### src/rtl/i2c_master_if.sv
// I2C master host/bus interface: request handshake, data streams, status and
// the SCL/SDA pins. The master modport is used by the controller; the slave
// modport is the view of whatever drives requests and models the bus.
interface i2c_master_if;
  logic       start_req;
  logic [6:0] slave_addr;
  logic       rw;
  logic [3:0] num_bytes;
  logic [7:0] tx_data;
  logic       tx_next;
  logic [7:0] rx_data;
  logic       rx_valid;
  logic       busy;
  logic       done;
  logic       nack;
  logic       scl_out;
  logic       sda_out;
  logic       sda_in;

  modport master (
    input  start_req, slave_addr, rw, num_bytes, tx_data, sda_in,
    output tx_next, rx_data, rx_valid, busy, done, nack, scl_out, sda_out
  );

  modport slave (
    output start_req, slave_addr, rw, num_bytes, tx_data, sda_in,
    input  tx_next, rx_data, rx_valid, busy, done, nack, scl_out, sda_out
  );
endinterface

### src/rtl/i2c_master.sv
// Single-master I2C controller. A transaction is START, address byte, an
// optional run of write or read bytes, then STOP. SCL is push-pull with a
// fixed half period of HALF clocks; SDA changes one clock after SCL falls and
// is sampled on the last clock of each SCL-high phase.
module i2c_master #(
  parameter int unsigned HALF = 5
) (
  input logic          clk,
  input logic          n_rst,
  i2c_master_if.master bus
);

  typedef enum logic [3:0] {
    IDLE, START, ADDR, ADDR_ACK, WRITE, WRITE_ACK, READ, READ_ACK, STOP
  } state_t;

  localparam logic [7:0] RELOAD = 8'(HALF - 1);

  state_t     state_q;
  logic [7:0] cnt_q;      // half-period down counter
  logic [1:0] ph_q;       // slot: 0 = SCL low, 1 = SCL high; STOP uses 0..2
  logic [2:0] bit_q;      // bit index within the current byte, MSB first
  logic [3:0] bytes_q;    // data bytes still to transfer
  logic [7:0] sh_q;       // outgoing shift register (address, then write data)
  logic [7:0] rsh_q;      // incoming shift register
  logic       rw_q;
  logic       scl_q;
  logic       sda_q;
  logic       busy_q;
  logic       done_q;
  logic       nack_q;
  logic       tx_next_q;
  logic       rx_valid_q;
  logic [7:0] rx_data_q;

  logic seg_first;
  logic seg_last;
  logic slot_sda;

  assign seg_first = (cnt_q == RELOAD);
  assign seg_last  = (cnt_q == 8'd0);

  // SDA value to present for the slot now in its SCL-low phase.
  always_comb begin
    slot_sda = 1'b1;
    case (state_q)
      ADDR:     slot_sda = sh_q[bit_q];
      WRITE:    slot_sda = (bit_q == 3'd7) ? bus.tx_data[7] : sh_q[bit_q];
      READ_ACK: slot_sda = (bytes_q <= 4'd1);  // NACK the final byte
      default:  slot_sda = 1'b1;
    endcase
  end

  // Transaction FSM with registered bus pins, strobes and status.
  always_ff @(posedge clk or negedge n_rst) begin
    if (!n_rst) begin
      state_q    <= IDLE;
      cnt_q      <= 8'd0;
      ph_q       <= 2'd0;
      bit_q      <= 3'd0;
      bytes_q    <= 4'd0;
      sh_q       <= 8'd0;
      rsh_q      <= 8'd0;
      rw_q       <= 1'b0;
      scl_q      <= 1'b1;
      sda_q      <= 1'b1;
      busy_q     <= 1'b0;
      done_q     <= 1'b0;
      nack_q     <= 1'b0;
      tx_next_q  <= 1'b0;
      rx_valid_q <= 1'b0;
      rx_data_q  <= 8'd0;
    end else begin
      done_q     <= 1'b0;
      tx_next_q  <= 1'b0;
      rx_valid_q <= 1'b0;
      case (state_q)
        IDLE: begin
          scl_q <= 1'b1;
          sda_q <= 1'b1;
          if (bus.start_req) begin
            state_q <= START;
            busy_q  <= 1'b1;
            nack_q  <= 1'b0;
            sh_q    <= {bus.slave_addr, bus.rw};
            rw_q    <= bus.rw;
            bytes_q <= bus.num_bytes;
            sda_q   <= 1'b0;  // START: SDA falls while SCL is high
            cnt_q   <= RELOAD;
          end
        end

        START: begin
          if (seg_last) begin
            state_q <= ADDR;
            scl_q   <= 1'b0;
            ph_q    <= 2'd0;
            bit_q   <= 3'd7;
            cnt_q   <= RELOAD;
          end else begin
            cnt_q <= cnt_q - 8'd1;
          end
        end

        STOP: begin
          if (ph_q == 2'd0 && seg_first) sda_q <= 1'b0;
          if (!seg_last) begin
            cnt_q <= cnt_q - 8'd1;
          end else begin
            cnt_q <= RELOAD;
            case (ph_q)
              2'd0: begin
                scl_q <= 1'b1;
                ph_q  <= 2'd1;
              end
              2'd1: begin
                sda_q <= 1'b1;  // STOP: SDA rises while SCL is high
                ph_q  <= 2'd2;
              end
              default: begin
                state_q <= IDLE;
                busy_q  <= 1'b0;
                done_q  <= 1'b1;
                ph_q    <= 2'd0;
              end
            endcase
          end
        end

        default: begin
          if (ph_q == 2'd0) begin
            // SCL low: update SDA one clock in, then raise SCL
            if (seg_first) sda_q <= slot_sda;
            if (seg_first && state_q == WRITE && bit_q == 3'd7) sh_q <= bus.tx_data;
            if (seg_last) begin
              scl_q <= 1'b1;
              ph_q  <= 2'd1;
              cnt_q <= RELOAD;
            end else begin
              cnt_q <= cnt_q - 8'd1;
            end
          end else if (!seg_last) begin
            cnt_q <= cnt_q - 8'd1;
          end else begin
            // last clock of SCL high: sda_in is sampled here, slot ends
            scl_q <= 1'b0;
            ph_q  <= 2'd0;
            cnt_q <= RELOAD;
            case (state_q)
              ADDR: begin
                if (bit_q == 3'd0) state_q <= ADDR_ACK;
                else               bit_q   <= bit_q - 3'd1;
              end
              ADDR_ACK: begin
                bit_q <= 3'd7;
                if (bus.sda_in) begin
                  nack_q  <= 1'b1;
                  state_q <= STOP;
                end else if (bytes_q == 4'd0) begin
                  state_q <= STOP;
                end else if (rw_q) begin
                  state_q <= READ;
                end else begin
                  state_q   <= WRITE;
                  tx_next_q <= 1'b1;
                end
              end
              WRITE: begin
                if (bit_q == 3'd0) state_q <= WRITE_ACK;
                else               bit_q   <= bit_q - 3'd1;
              end
              WRITE_ACK: begin
                bit_q <= 3'd7;
                if (bus.sda_in) begin
                  nack_q  <= 1'b1;
                  state_q <= STOP;
                end else begin
                  if (bytes_q != 4'd0) bytes_q <= bytes_q - 4'd1;
                  if (bytes_q <= 4'd1) begin
                    state_q <= STOP;
                  end else begin
                    state_q   <= WRITE;
                    tx_next_q <= 1'b1;
                  end
                end
              end
              READ: begin
                rsh_q <= {rsh_q[6:0], bus.sda_in};
                if (bit_q == 3'd0) begin
                  state_q    <= READ_ACK;
                  rx_data_q  <= {rsh_q[6:0], bus.sda_in};
                  rx_valid_q <= 1'b1;
                end else begin
                  bit_q <= bit_q - 3'd1;
                end
              end
              READ_ACK: begin
                bit_q <= 3'd7;
                if (bytes_q != 4'd0) bytes_q <= bytes_q - 4'd1;
                if (bytes_q <= 4'd1) state_q <= STOP;
                else                 state_q <= READ;
              end
              default: state_q <= IDLE;
            endcase
          end
        end
      endcase
    end
  end

  assign bus.scl_out  = scl_q;
  assign bus.sda_out  = sda_q;
  assign bus.busy     = busy_q;
  assign bus.done     = done_q;
  assign bus.nack     = nack_q;
  assign bus.tx_next  = tx_next_q;
  assign bus.rx_valid = rx_valid_q;
  assign bus.rx_data  = rx_data_q;

endmodule

### src/flat_wrapper.sv
// flat-port wrapper written by rule: the top's interface ports become plain ports
module i2c_master_flat 
#(
  parameter int unsigned HALF = 5
)
  (clk, n_rst, bus_start_req, bus_slave_addr, bus_rw, bus_num_bytes, bus_tx_data, bus_sda_in, bus_tx_next, bus_rx_data, bus_rx_valid, bus_busy, bus_done, bus_nack, bus_scl_out, bus_sda_out);
  i2c_master_if bus_i ();
  input logic clk;
  input logic n_rst;
  input wire logic [$bits(bus_i.start_req)-1:0] bus_start_req;
  input wire logic [$bits(bus_i.slave_addr)-1:0] bus_slave_addr;
  input wire logic [$bits(bus_i.rw)-1:0] bus_rw;
  input wire logic [$bits(bus_i.num_bytes)-1:0] bus_num_bytes;
  input wire logic [$bits(bus_i.tx_data)-1:0] bus_tx_data;
  input wire logic [$bits(bus_i.sda_in)-1:0] bus_sda_in;
  output wire logic [$bits(bus_i.tx_next)-1:0] bus_tx_next;
  output wire logic [$bits(bus_i.rx_data)-1:0] bus_rx_data;
  output wire logic [$bits(bus_i.rx_valid)-1:0] bus_rx_valid;
  output wire logic [$bits(bus_i.busy)-1:0] bus_busy;
  output wire logic [$bits(bus_i.done)-1:0] bus_done;
  output wire logic [$bits(bus_i.nack)-1:0] bus_nack;
  output wire logic [$bits(bus_i.scl_out)-1:0] bus_scl_out;
  output wire logic [$bits(bus_i.sda_out)-1:0] bus_sda_out;
  assign bus_i.start_req = bus_start_req;
  assign bus_i.slave_addr = bus_slave_addr;
  assign bus_i.rw = bus_rw;
  assign bus_i.num_bytes = bus_num_bytes;
  assign bus_i.tx_data = bus_tx_data;
  assign bus_i.sda_in = bus_sda_in;
  assign bus_tx_next = bus_i.tx_next;
  assign bus_rx_data = bus_i.rx_data;
  assign bus_rx_valid = bus_i.rx_valid;
  assign bus_busy = bus_i.busy;
  assign bus_done = bus_i.done;
  assign bus_nack = bus_i.nack;
  assign bus_scl_out = bus_i.scl_out;
  assign bus_sda_out = bus_i.sda_out;
  i2c_master #(.HALF(HALF)) u_core (.clk(clk), .n_rst(n_rst), .bus(bus_i));
endmodule
### config.mk
export PLATFORM = sky130hd
export DESIGN_NAME = i2c_master_flat
export DESIGN_NICKNAME = d
export VERILOG_FILES = /design/src/rtl/i2c_master_if.sv /design/src/rtl/i2c_master.sv /design/src/flat_wrapper.sv
export SDC_FILE = /design/constraint.sdc
export NUM_CORES = 1
export LEC_CHECK = 0
export CAP_MARGIN = 30
export CORE_AREA = 2 2 77 79
export CTS_CLUSTER_SIZE = 8
export DETAILED_ROUTE_END_ITERATION = 8
export DIE_AREA = 0 0 79 81
export MAX_ROUTING_LAYER = met4
export PLACE_DENSITY = 0.87
export SYNTH_ARGS = -nofsm -noshare
export SYNTH_HDL_FRONTEND = slang
export SYNTH_SLANG_ARGS = --single-unit
### constraint.sdc
create_clock -name clk -period 2.1 [get_ports clk]
set_input_delay 0.42 -clock clk [delete_from_list [all_inputs] [get_ports clk]]
set_output_delay 0.42 -clock clk [all_outputs]
set_load 0.1 [all_outputs]
* Word level (Yosys, flattened, before mapping)
Cells that the tools add are included.
** Operators by class
- Add/sub/neg operators :: 3
- Multipliers :: 0
- Div/mod/pow operators :: 0
- Order comparisons :: 2
- Equality and inequality tests :: 26
- Shifts and indexed selects :: 0
- Muxes and demuxes :: 87
- Bitwise logic cells :: 6
- Reduce and logical (&&, ||, !) cells :: 38
** Operators by type and width (count)
- 4-bit 2-to-1 mux :: 19
- 8-bit 2-to-1 mux :: 6
- 1-bit 2-to-1 mux :: 37
- 4-bit one-hot mux with 6 select lines :: 1
- 4-bit by 3-bit == test with 1-bit output (second input constant) :: 4
- 4-bit one-hot mux with 2 select lines :: 2
- 8-bit one-hot mux with 2 select lines :: 1
- 3-bit 2-to-1 mux :: 4
- 3-bit one-hot mux with 2 select lines :: 2
- 4-bit one-hot mux with 3 select lines :: 1
- 4-bit AND reduction :: 3
- 6-bit AND reduction :: 2
- 2-bit nonzero test :: 6
- 3-bit nonzero test :: 4
- 2-bit 2-to-1 mux :: 5
- 5-bit by 1-bit inequality test with 1-bit output (second input constant) :: 2
- 5-bit AND reduction :: 2
- 1-bit one-hot mux with 3 select lines :: 3
- 3-bit AND reduction :: 3
- 9-bit AND reduction :: 1
- 3-bit OR reduction :: 3
- 4-bit by 2-bit == test with 1-bit output (second input constant) :: 2
- 8-bit by 3-bit == test with 1-bit output (second input constant) :: 1
- 4-bit zero test :: 2
- other kinds (28) :: 46
** Word-level totals
- Flip-flop bits (word level) :: 52
- Latch bits :: 0
- Bits in writable memories :: 0
- Bits in read-only memories :: 0
- Input port bits :: 24
- Word-level logic and storage cells :: 178
- Memories :: 0

* Longest topological paths before layout
Gate-level depths: netlist of the first run.
- Word-level depth :: 7
- Mapped depth :: 8
- Gate-level depth less buffers :: 7

* Least setup slack after synthesis of the first run
OpenSTA, ideal clock, no wires.
- Path type :: register to register
- Start :: register u_core.bit_q[0]
- End :: register u_core.state_q[0]
- Setup time :: 0.125 ns
- Arrival :: 1.814 ns
- Required time :: 1.975 ns
- Setup slack :: 0.161 ns
- Stages on the path, launching flop included :: 7
- Path buffers :: 0
- Period minus slack after synthesis :: 1.939 ns
- Cells stage by stage :: dfrtp_1 > inv_1 > ha_1 > nor2b_1 > or4_1 > o221ai_2 > mux2_4
** On the way
- Word-level cells in the longest chain between the ends :: 3
- Elaborated cells on any way between the ends :: 5
- Classes of those cells :: 3 x eq/ne; 2 x reduce/logical
** RTL lines
- from (decl) :: RTL line i2c_master.sv:22 : logic [2:0] bit_q;
- from (signal assigned) :: RTL line i2c_master.sv:152 : else bit_q <= bit_q - 3'd1;
- from (signal assigned) :: RTL line i2c_master.sv:170 : else bit_q <= bit_q - 3'd1;
- from (signal assigned) :: RTL line i2c_master.sv:194 : bit_q <= bit_q - 3'd1;
- 3-bit zero test (*) :: RTL line i2c_master.sv:151, i2c_master.sv:169, i2c_master.sv:189
- 5-bit inequality test (no source line) or 5-bit by 1-bit inequality test with 1-bit output (tied branches)
- 9-bit AND reduction (no source line) (*)
- to (signal assigned) :: RTL line i2c_master.sv:151 : if (bit_q == 3'd0) state_q <= ADDR_ACK;
- to (signal assigned) :: RTL line i2c_master.sv:169 : if (bit_q == 3'd0) state_q <= WRITE_ACK;
- to (signal assigned) :: RTL line i2c_master.sv:190 : state_q <= READ_ACK;
- to (decl) :: RTL line i2c_master.sv:19 : state_t state_q;
Every way passes the cells marked *; elsewhere a longest branch is shown, timed or not.
A chain may end at the register's enable or synchronous reset.

* Worst setup path after layout of the first run
- Start :: register u_core.cnt_q[0]
- End :: register u_core.bit_q[1]
** On the way
- Word-level cells in the longest chain between the ends :: 2
** RTL lines
- from (decl) :: RTL line i2c_master.sv:20 : logic [7:0] cnt_q;
- from (signal assigned) :: RTL line i2c_master.sv:101 : cnt_q <= cnt_q - 8'd1;
- from (signal assigned) :: RTL line i2c_master.sv:108 : cnt_q <= cnt_q - 8'd1;
- from (signal assigned) :: RTL line i2c_master.sv:140 : cnt_q <= cnt_q - 8'd1;
- 8-bit zero test :: RTL line i2c_master.sv:41 : assign seg_last = (cnt_q == 8'd0);
- 5-bit AND reduction (no source line)
No other way between the ends.

==> results of run 1 <==
[cells by family after synthesis]
family                     Yosys count  share of synthesized area [%]
AOI/OAI and AO/OA                   70                           16.1
and+or+nand+nor                    119                           22.2
DFF                                 52                           45.2
buffers and inverters               25                           3.77
adders and majority gates            8                           3.47
muxes                               21                           9.02
xor gates and xnor gates             1                          0.303
[cell usage in the layout (no fill, tap or decap), types with 3 or more instances in the layout]
cell type        count
clkdlybuf4s50_1     22
o21ai_2              3
o22a_1               6
mux2_2              16
a31oi_1              9
buf_12               3
ha_1                 8
nor2b_1              4
nand4_1              5
a21oi_1             12
or4_1                4
inv_1               13
nand3_1              5
or2_2                3
clkbuf_8             5
nand2_1             37
o21ai_0             21
nor3_1               7
nand3b_1             3
nor2_1              30
dfrtp_1             50
buf_4               33
o31ai_1              3
[state kept, by name (all words and copies together) (netlist names)]
| name | count |
|---|---|
| u_core.bus.tx_next | 1 |
| u_core.cnt_q | 8 |
| u_core.bus.done | 1 |
| u_core.rw_q | 1 |
| u_core.bit_q | 3 |
| u_core.bytes_q | 4 |
| u_core.bus.scl_out | 1 |
| u_core.ph_q | 2 |
| u_core.bus.rx_valid | 1 |
| u_core.rsh_q | 7 |
| u_core.bus.rx_data | 8 |
| u_core.sh_q | 8 |
| u_core.bus.sda_out | 1 |
| u_core.state_q | 4 |
| u_core.bus.nack | 1 |
| u_core.bus.busy | 1 |
[where the power goes]
| part | internal [mW] | switching (mW) |
|---|---|---|
| logic | 0.730 | 1.04 |
| registers | 1.29 | 0.312 |
| clock network | 0.236 | 0.352 |
[layout make-up]
type	count	area share, %
Timing Repair Buffer	59	15.0
Tap cell	75	2.64
Sequential cell	52	36.6
Multi-Input combinational cell	219	41.8
Inverter	13	1.37
Clock buffer	5	1.93
Clock inverter	3	0.668
[metal layers]
layer / routed length [microns] / global-route usage [%]
met1: 2660 / 25.0
met2: 3230 / 38.0
met3: 358 / 3.67
met4: 110 / 8.45
met5: 0 / -
[worst min-delay path by stage]
stage,endpoint,slack [ns]
2_1_floorplan,u_core.bit_q[0]$_DFFE_PN0P_,0.12
3_3_place_gp,u_core.bus.rx_data[1]$_DFFE_PN0P_,0.42
3_5_place_dp,u_core.bus.rx_data[3]$_DFFE_PN0P_,0.43
4_1_cts,u_core.bus.rx_data[3]$_DFFE_PN0P_,0.08
5_1_grt,u_core.bus.rx_data[3]$_DFFE_PN0P_,0.10
6_report,u_core.bus.rx_data[3]$_DFFE_PN0P_,0.07
[critical path, delay by kind of cell (launching register included)]
family	cells	cell delay, ns
AOI/OAI and AO/OA	2	0.26
adders and majority gates	1	0.16
buffers and inverters	2	0.27
DFF	1	0.42
and+or+nand+nor	3	0.87
[what timing repair did]
item	CTS	global route
endpoints found under the hold margin	0	0
resized for setup	0	3
setup endpoints to repair	0	13
==> metrics.md, run 1 <==
| Metric | Value |
|---|---|
| FF-to-FF path depth | 8 |
| Fin util | 62.7% |
| RD Place Congestion | 0.954 |
| Crit-path max FO | 5 |
| EDFF count, synth | 0 |
| Area Overhead vs Synth | 23.3% |
| Detail Route Antenna Nets | 0 |
| Critical Path RT | 2.31 ns |
| Nets | 382 |
| DRC | 0 |
| Antenna violations before repair | 0 |
| R2r endpoint | u_core.bit_q[1]$_DFFE_PN0P_ |
| # Post-CTS Setup Buffers | 0 |
| # fillers | 475 |
| Peak VDD IR | 0.000523 V |
| Max-slew headroom | 60.4% |
| Crit path to | u_core.bit_q[1]$_DFFE_PN0P_ |
| Most instantiated library cell after synthesis | dfrtp_1 |
| Hold buffers post-CTS | 0 |
| CP max stage cell | dfrtp_1 |
| Clk Latency, worst-skew pair | 0.32 ns |
| Cell Area, Synth | 2890 sq um |
| Worst setup EP type | flop |
| FF-to-FF setup slack | 0.009 ns |
| Via Count | 2492 |
| Multi-input logic area | 1490 sq um |
| Pre-CTS setup slack | 0.0548 ns |
| Async S/R FF share, synth | 100% |
| Run status | completed |
| Hold Slack | 0.0665 ns |
| Reg2reg start | u_core.cnt_q[0]$_DFFE_PN0N_ |
| Largest net degree at the start of global routing | 31 |
| Fraction of layout cells with a size suffix above 1 | 24.2% |
| Routed WL | 6370 microns |
| Non-Filler Instances | 426 |
| Total power | 3.96 mW |
| Synth cell count leaders | dfrtp_1 (50), nand2_1 (37), nor2_1 (30), o21ai_0 (21), mux2_2 (16) |
| Final setup viols | 0 |
| I/O pin count | 39 |
| Synthesized flop and latch total | 52 |
| Vias in the first global route | 2291 |
| Final standard cell area without fillers | 3560 sq um |
| Core area | 5680 sq um |
| Grt ovf | 0 |
| Setup TNS | 0 ns |
| FF/Latch Area | 1300 sq um |
| Worst Hold Class | in2async |
| Placed cell area | 3450 sq um |
| Yosys top cell by area | dfrtp_1 |
| CP max stage delay | 0.42 ns |
| Sequential share of the synthesized area | 45.2% |
| H-tree depth | 2 |
| Crit start category | flop |
| LEAKAGE | 1.57 nW |
| DP Wirelength | 4800 microns |
| Sink Count | 52 |
| Clock slew at reported path FFs | 0.10 ns |
| Max Fclk | 0.478 GHz |
| CP cell instances | inv_1, ha_1, nor3b_1, nand3_2, nor3_1, buf_4, a31oi_1, o22a_1 |
| Die width | 79 microns |
| Synth cell types | 62 |
| Top FF cell, synth | dfrtp_1 |
| Max cap viols | 0 |
| Setup Crit Path Kind | reg2reg |
| Crit path from | u_core.cnt_q[0]$_DFFE_PN0N_ |
| FP Rows | 28 |
| Top post-synthesis cells by area | dfrtp_1 (43%), mux2_2 (6.2%), nand2_1 (4.8%) |
| Slew Limit Fails | 0 |
| DR iter-0 viols | 344 |
| Total Routing Usage GR | 21.7% |
| Mean Syn Cell Area | 9.75 sq um |
| Avg WL per Cell | 14.9 microns |
| PnR worst setup slack | 0.00902 ns |
| ANT cells | 0 |
| IO Port Bufs | 38 |
| Power density cells | 1110 nW/um^2 |
| Synth warnings | 0 |
| Syn_nets | 328 |
| Die ar. | 6400 sq um |
| Top cell type's share of synthesized area | 43.3% |
| Initial Util | 50.9% |
| CTS tree | yes |
| Fin crit period | 2.09 ns |
| Gate Count Post-Synth | 296 |
| Die height | 81 microns |
| Tightest Pin Transition | 0.593 ns |
| Root buf cell | clkbuf_8 |
| Max Buffers Root-to-Sink | 2 |
| CP Data Arrival Time | 2.30 ns |
| Part of the cycle the worst path needs | 99.6% |
| Layout Skew | 0.0120 ns |
| Vias per cell | 5.85 |
| TritonCTS Buffers | 5 |
| First-pass GRT wire length | 10500 microns |
| First-pass DRT Iterations | 4 |
| Final hold violations | 0 |
| Placed Cells incl. Taps | 418 |
No activity file was read; power rests on OpenSTA's default activity.
==> run 2, diff against run 1 <==
--- a/config.mk
+++ b/config.mk
@@ -12,6 +12,7 @@
 export DIE_AREA = 0 0 79 81
 export MAX_ROUTING_LAYER = met4
 export PLACE_DENSITY = 0.87
+export SLEW_MARGIN = 30
 export SYNTH_ARGS = -nofsm -noshare
 export SYNTH_HDL_FRONTEND = slang
 export SYNTH_SLANG_ARGS = --single-unit
==> results of run 2 <==
Final layout, timing and power as in run 1 (identical DEF).
